--- src/rtl/fpu_test_pkg.sv ---
// fpu_test_pkg: shared types and defaults for the replicated-FPU test harness.
//   seq_state_t  - run-controller states of fpu_lane_sequencer
//   DEF_*        - default address width, lane count and result word width
//   READY_BIT    - position of the ready flag inside a lane result word
package fpu_test_pkg;

    localparam int unsigned DEF_ADDR_W = 12;
    localparam int unsigned DEF_LANES  = 8;
    localparam int unsigned DEF_RES_W  = 70;
    localparam int unsigned READY_BIT  = 5;

    typedef enum logic [2:0] {
        S_IDLE,
        S_FETCH,
        S_ISSUE,
        S_WAIT,
        S_CHECK,
        S_WRITE,
        S_ADVANCE,
        S_DONE
    } seq_state_t;

endpackage

--- src/rtl/ready_edge.sv ---
// ready_edge: registered rising-edge detector with synchronous clear.
//   clk  - rising-edge clock
//   clr  - synchronous clear of the history bit and the edge output
//   d    - level to watch
//   rise - one-cycle pulse, registered, one cycle after d goes 0 -> 1
module ready_edge (
    input  logic clk,
    input  logic clr,
    input  logic d,
    output logic rise
);

    logic d_q;

    // The history bit follows d every cycle, so a level that stays high
    // never produces a second pulse.
    always_ff @(posedge clk) begin
        if (clr) begin
            d_q  <= 1'b0;
            rise <= 1'b0;
        end else begin
            d_q  <= d;
            rise <= d & ~d_q;
        end
    end

endmodule

--- src/rtl/fpu_lane_sequencer.sv ---
// fpu_lane_sequencer: bounded run controller for the replicated-FPU harness.
// Steps the shared ROM/RAM address, issues one fpu_en per vector, waits for
// the lane-0 ready edge (or a timeout), cross-checks all lanes against lane 0
// and strobes the lane result RAMs.
//   clk, rst        - clock, synchronous active-high reset
//   start           - run request, honoured only in IDLE/DONE
//   addr            - shared vector address
//   fpu_en          - one-cycle enable to all lanes per vector
//   lane_ready      - per-lane ready bits
//   lane_result     - per-lane result words, lane 0 in the LSBs
//   wr_en           - one-cycle write strobe to the lane RAMs per vector
//   busy, done      - run in progress / run complete (held)
//   mismatch_cnt    - saturating count of vectors with lane disagreement
//   timeout_cnt     - saturating count of vectors that timed out
//   fail_valid      - first failing vector has been captured
//   first_fail_addr - address of the first mismatch or timeout
module fpu_lane_sequencer
    import fpu_test_pkg::*;
#(
    parameter int unsigned ADDR_W  = DEF_ADDR_W,
    parameter int unsigned NUM_VEC = 4096,
    parameter int unsigned LANES   = DEF_LANES,
    parameter int unsigned RES_W   = DEF_RES_W,
    parameter int unsigned ROM_LAT = 1,
    parameter int unsigned TIMEOUT = 255
) (
    input  logic                   clk,
    input  logic                   rst,
    input  logic                   start,
    output logic [ADDR_W-1:0]      addr,
    output logic                   fpu_en,
    input  logic [LANES-1:0]       lane_ready,
    input  logic [LANES*RES_W-1:0] lane_result,
    output logic                   wr_en,
    output logic                   busy,
    output logic                   done,
    output logic [ADDR_W:0]        mismatch_cnt,
    output logic [ADDR_W:0]        timeout_cnt,
    output logic                   fail_valid,
    output logic [ADDR_W-1:0]      first_fail_addr
);

    localparam logic [ADDR_W-1:0] LAST_ADDR  = ADDR_W'(NUM_VEC - 1);
    localparam logic [1:0]        FETCH_LAST = 2'(ROM_LAT - 1);
    localparam logic [9:0]        TMO_LOAD   = 10'(TIMEOUT);

    seq_state_t       state_q, state_d;
    logic [1:0]       wait_q;
    logic [9:0]       tmo_q;
    logic             to_seen;
    logic             mis_q, to_q;
    logic             rise;
    logic [LANES-1:0] lane_ok;
    logic             any_mis;

    ready_edge u_ready_edge (
        .clk  (clk),
        .clr  (rst),
        .d    (lane_ready[0]),
        .rise (rise)
    );

    for (genvar i = 0; i < LANES; i++) begin : g_lane
        assign lane_ok[i] = lane_ready[i] &&
                            (lane_result[i*RES_W +: RES_W] == lane_result[RES_W-1:0]);
    end

    assign any_mis = ~&lane_ok;

    always_ff @(posedge clk) begin
        if (rst) state_q <= S_IDLE;
        else     state_q <= state_d;
    end

    always_comb begin
        state_d = state_q;
        fpu_en  = 1'b0;
        wr_en   = 1'b0;
        busy    = 1'b1;
        done    = 1'b0;
        case (state_q)
            S_IDLE: begin
                busy = 1'b0;
                if (start) state_d = S_FETCH;
            end
            S_FETCH:   if (wait_q == FETCH_LAST) state_d = S_ISSUE;
            S_ISSUE: begin
                fpu_en  = 1'b1;
                state_d = S_WAIT;
            end
            // Edge wins over an expiring counter in the same cycle.
            S_WAIT:    if (rise || tmo_q == 10'd1) state_d = S_CHECK;
            S_CHECK:   state_d = S_WRITE;
            S_WRITE: begin
                wr_en   = 1'b1;
                state_d = S_ADVANCE;
            end
            S_ADVANCE: state_d = (addr == LAST_ADDR) ? S_DONE : S_FETCH;
            S_DONE: begin
                busy = 1'b0;
                done = 1'b1;
                if (start) state_d = S_FETCH;
            end
            default:   state_d = S_IDLE;
        endcase
    end

    always_ff @(posedge clk) begin
        if (rst) begin
            addr            <= '0;
            wait_q          <= '0;
            tmo_q           <= '0;
            to_seen         <= 1'b0;
            mis_q           <= 1'b0;
            to_q            <= 1'b0;
            mismatch_cnt    <= '0;
            timeout_cnt     <= '0;
            fail_valid      <= 1'b0;
            first_fail_addr <= '0;
        end else begin
            case (state_q)
                S_IDLE, S_DONE: begin
                    if (start) begin
                        addr         <= '0;
                        wait_q       <= '0;
                        mismatch_cnt <= '0;
                        timeout_cnt  <= '0;
                        fail_valid   <= 1'b0;
                    end
                end
                S_FETCH: wait_q <= wait_q + 2'd1;
                S_ISSUE: begin
                    tmo_q   <= TMO_LOAD;
                    to_seen <= 1'b0;
                end
                S_WAIT: begin
                    if (!rise) begin
                        tmo_q <= tmo_q - 10'd1;
                        if (tmo_q == 10'd1) to_seen <= 1'b1;
                    end
                end
                // A timed-out vector is charged to timeout_cnt only.
                S_CHECK: begin
                    mis_q <= any_mis & ~to_seen;
                    to_q  <= to_seen;
                end
                S_ADVANCE: begin
                    if (mis_q && mismatch_cnt != '1) mismatch_cnt <= mismatch_cnt + 1'b1;
                    if (to_q && timeout_cnt != '1)   timeout_cnt  <= timeout_cnt + 1'b1;
                    if ((mis_q || to_q) && !fail_valid) begin
                        fail_valid      <= 1'b1;
                        first_fail_addr <= addr;
                    end
                    if (addr != LAST_ADDR) addr <= addr + 1'b1;
                    wait_q <= '0;
                end
                default: ;
            endcase
        end
    end

endmodule

--- config.mk ---
export PLATFORM = sky130hd
export DESIGN_NAME = fpu_lane_sequencer
export DESIGN_NICKNAME = d
export VERILOG_FILES = /design/src/rtl/fpu_test_pkg.sv /design/src/rtl/ready_edge.sv /design/src/rtl/fpu_lane_sequencer.sv
export SDC_FILE = /design/constraint.sdc
export NUM_CORES = 1
export LEC_CHECK = 0
export ABC_CLOCK_PERIOD_IN_PS = 2300
export CAP_MARGIN = 40
export CORE_AREA = 10 10 236 238
export DETAILED_ROUTE_END_ITERATION = 8
export DIE_AREA = 0 0 246 248
export PLACE_DENSITY = 0.53
export SYNTH_ARGS = -nofsm -noshare
export SYNTH_HDL_FRONTEND = slang
export SYNTH_SLANG_ARGS = --single-unit
--- constraint.sdc ---
create_clock -name clk -period 2.3 [get_ports clk]
set_clock_uncertainty 0.05 [all_clocks]
set_input_delay 0.23 -clock clk [delete_from_list [all_inputs] [get_ports clk]]
set_output_delay 0.23 -clock clk [all_outputs]
set_load 0.03 [all_outputs]
==> results.sh <==
export IMPL_status="complete, no violations"
export IMPL_synthArstFlopShare=0
export IMPL_synth_edf_count=0
export IMPL_pwr_share_comb=0.569
export IMPL_yosys_area_share_xor_xnor=0.412
export IMPL_cap_violations=0
export IMPL_avgViaCountPerCell=4.57
export IMPL_antenna_found_initial=53
export IMPL_yosys_warnings=0
export IMPL_nets=2451
export IMPL_cp_end_kind="flip-flop"
export IMPL_p_leak_nw=6.82
export IMPL_vias=11800
export IMPL_final_cell_mix="570 x clkdlybuf4s50_1, 192 x xor2_1, 179 x xnor2_1"
export IMPL_fin_crit_ns=2.29
export IMPL_synth_compound_area_frac=0.0738
export IMPL_swShare=0.376
export IMPL_fp_dieArea_um2=61000
export IMPL_grt_pass1_vias=12300
export IMPL_drive_gt1_frac=0.175
export IMPL_die_h_um=248
export IMPL_core_rowCount=83
export IMPL_crit_path_start="state_q[0]$_SDFFE_PP0P_"
export IMPL_relSlewSlack=0.519
export IMPL_syn2layout_area_growth_pct=117
export IMPL_hold_viol=0
export IMPL_finalNonFillerCells=2582
export IMPL_die_w_um=246
export IMPL_required_ns=2.47
export IMPL_dp_hpwl_um=72100
export IMPL_cts_tree="built"
export IMPL_crit_end="mis_q$_SDFFE_PP0P_"
export IMPL_synth_adder_area_share=0.00895
export IMPL_ant_nets=0
export IMPL_pwr_share_clk=0.215
export IMPL_dpl_worst_slack_ns=-1.29
export IMPL_initial_core_util=0.165
export IMPL_worstSetupPathType="reg -> reg"
export IMPL_synth_nets=1684
export IMPL_crit_arrival_ns=2.46
export IMPL_r2r_start="state_q[0]$_SDFFE_PP0P_"
export IMPL_wl_um=80200
export IMPL_cts_buffers_inserted=9
export IMPL_ir_drop_uv=334
export IMPL_cp_max_fo=6
export IMPL_numPortBuffers=625
export IMPL_clock_latency_ns=0.34
export IMPL_place_inst=2522
export IMPL_ys_types=50
export IMPL_synth_seq_cells=71
export IMPL_avgSynthCellArea_um2=7.58
export IMPL_fp_coreArea_um2=51000
export IMPL_period_share=0.995
export IMPL_ys_flop_type="dfxtp_1"
export IMPL_final_common_cell="clkdlybuf4s50_1"
export IMPL_overflow=0
export IMPL_syn_inst=1107
export IMPL_switchingPower_w=0.00260
export IMPL_num_io_pins=626
export IMPL_maxSlewViolCount=0
export IMPL_setup_viol=0
export IMPL_rsz0062_at_grt="yes"
export IMPL_yosysSeqAreaShare=0.169
export IMPL_cts_hold_buf=0
export IMPL_reg2reg_slack_ns=0.01
export IMPL_wire_per_inst_um=31.0
export IMPL_first_pass_iters=5
export IMPL_reg2reg_to="mis_q$_SDFFE_PP0P_"
export IMPL_p_seq_frac=0.216
export IMPL_clkSinkCount=71
export IMPL_netlist_area_um2=8390
export IMPL_start_kind="flip-flop"
export IMPL_path_clk_slew_ns=0.06
export IMPL_root_buffer="clkbuf_16"
export IMPL_clock_fmax_mhz=437
export IMPL_drt_iter0_drc=745
export IMPL_clk_path_buf_depth=2
export IMPL_gp_congestion=0.974
export IMPL_synth_top_family_by_area="XOR/XNOR gates"
export IMPL_p_per_area_nw_per_um2=379
export IMPL_grt_pass1_wl_um=104000
export IMPL_r2r_cells=9
export IMPL_grt_max_degree=35
export IMPL_grt_use_total=0.250
export IMPL_synthMuxAreaShare=0
export IMPL_worst_hold_path_type="reg -> reg"
export IMPL_synth_simple_area_share=0.291
export IMPL_cts_max_level=3
export IMPL_setup_slack_ns=0.0109
export IMPL_n_fill_cell=5344
export IMPL_worst_pin_slew_ns=0.719
export IMPL_internal_power_w=0.00430
export IMPL_drc=0
==> per-stage QoR <==
step | setup TNS [ns] | hold WS [ns] | util | power [W] | instance area [µm²]
4_1_cts | 0 | 0.346 | 0.349 | 0.00680 | 17800
6_report | 0 | 0.349 | 0.357 | 0.00690 | 18200
3_5_place_dp | -2.92 | 0.331 | 0.335 | 0.00522 | 17100
5_1_grt | -0.135 | 0.359 | 0.357 | 0.00725 | 18200
3_3_place_gp | -2.34 | 0.329 | 0.335 | 0.00518 | 17100
2_1_floorplan | 0 | 0.317 | - | 0.00306 | 8400
==> Yosys cell counts (3+ instances only) <==
cell / instances / area (µm²)
xor2_1: 202 / 1770
xnor2_1: 193 / 1690
clkbuf_1: 75 / 282
dfxtp_1: 71 / 1420
nor3_1: 69 / 345
nand4_1: 68 / 425
nor4_1: 66 / 413
and3_1: 56 / 350
nand2_1: 54 / 203
nor2_1: 48 / 180
a21oi_1: 39 / 195
nand3_1: 32 / 160
o22ai_1: 23 / 144
or3_1: 20 / 125
inv_1: 10 / 37.5
o21ai_0: 7 / 35.0
buf_1: 6 / 22.5
ha_1: 6 / 75.1
o21ai_1: 5 / 25.0
nor2b_1: 4 / 25.0
a211oi_1: 3 / 22.5
a311oi_1: 3 / 26.3
and2_1: 3 / 18.8
and4_1: 3 / 26.3
buf_2: 3 / 15.0
nand2b_1: 3 / 18.8
nand3b_1: 3 / 22.5
o2111ai_1: 3 / 26.3
or4_1: 3 / 22.5
==> worst min-delay path by stage <==
stage	startpoint	end	depth (start not counted)
after floorplan	u_ready_edge.d_q$_SDFF_PP0_	u_ready_edge.rise$_SDFF_PP0_	1
after global placement	u_ready_edge.d_q$_SDFF_PP0_	u_ready_edge.rise$_SDFF_PP0_	1
after detailed placement	u_ready_edge.d_q$_SDFF_PP0_	u_ready_edge.rise$_SDFF_PP0_	1
after CTS	u_ready_edge.d_q$_SDFF_PP0_	u_ready_edge.rise$_SDFF_PP0_	1
after global routing	u_ready_edge.d_q$_SDFF_PP0_	u_ready_edge.rise$_SDFF_PP0_	1
final	u_ready_edge.d_q$_SDFF_PP0_	u_ready_edge.rise$_SDFF_PP0_	1
==> registers in the layout, indices dropped and copies added (netlist names) <==
signal	flops
addr	12
fail_valid	1
first_fail_addr	12
mis_q	1
mismatch_cnt	13
state_q	3
timeout_cnt	13
tmo_q	10
to_q	1
to_seen	1
u_ready_edge.d_q	1
u_ready_edge.rise	1
wait_q	2
==> final cells by class <==
| cell class | instances | area (µm²) | share of cell area |
|---|---|---|---|
| Timing Repair Buffer | 842 | 8380 | 0.460 |
| Multi-Input combinational cell | 940 | 7150 | 0.392 |
| Sequential cell | 71 | 1430 | 0.0787 |
| Tap cell | 680 | 851 | 0.0467 |
| Clock buffer | 9 | 225 | 0.0124 |
| Clock inverter | 7 | 85.1 | 0.00467 |
| Antenna cell | 23 | 57.6 | 0.00316 |
| Inverter | 10 | 37.5 | 0.00206 |
==> what timing repair did <==
action,CTS,global route
pin swaps,23,36
gates resized for setup,135,57
setup endpoints to repair,1,3
buffers inserted,11,13
==> power groups by stage <==
| stage | registers [W] | clock network (W) | logic, W |
|---|---|---|---|
| final | 0.00149 | 0.00148 | 0.00393 |
| after global routing | 0.00151 | 0.00157 | 0.00417 |
| after CTS | 0.00148 | 0.00151 | 0.00381 |
| after detailed placement | 0.00150 | 0 | 0.00372 |
| after global placement | 0.00150 | 0 | 0.00368 |
| after floorplan | 0.00149 | 0 | 0.00157 |
==> worst max-delay path, stage by stage (launching register included) <==
cell and delay (ns):
dfxtp_4 0.36, buf_6 0.13, nor2_4 0.14, nand2_4 0.08, a221o_1 0.37, nor4_4 0.31, buf_4 0.19, nand4_1 0.23
nor3_2 0.21, a211oi_2 0.09
==> per-layer routing <==
layer | track usage | wire (µm)
met2 | 0.453 | 40400
met5 | 0 | 257
met4 | 0.0737 | 2310
met3 | 0.0793 | 7260
met1 | 0.273 | 29900
==> kinds of logic (layout without fill, tap and decap cells) <==
family | after synthesis | in the layout
other cells | 0 | 23
flops | 71 | 71
xor+xnor | 395 | 395
buf+inv | 96 | 868
fa+ha+maj | 6 | 6
simple gates | 441 | 441
compound gates | 98 | 98
Power figures use the tool's default switching activity.
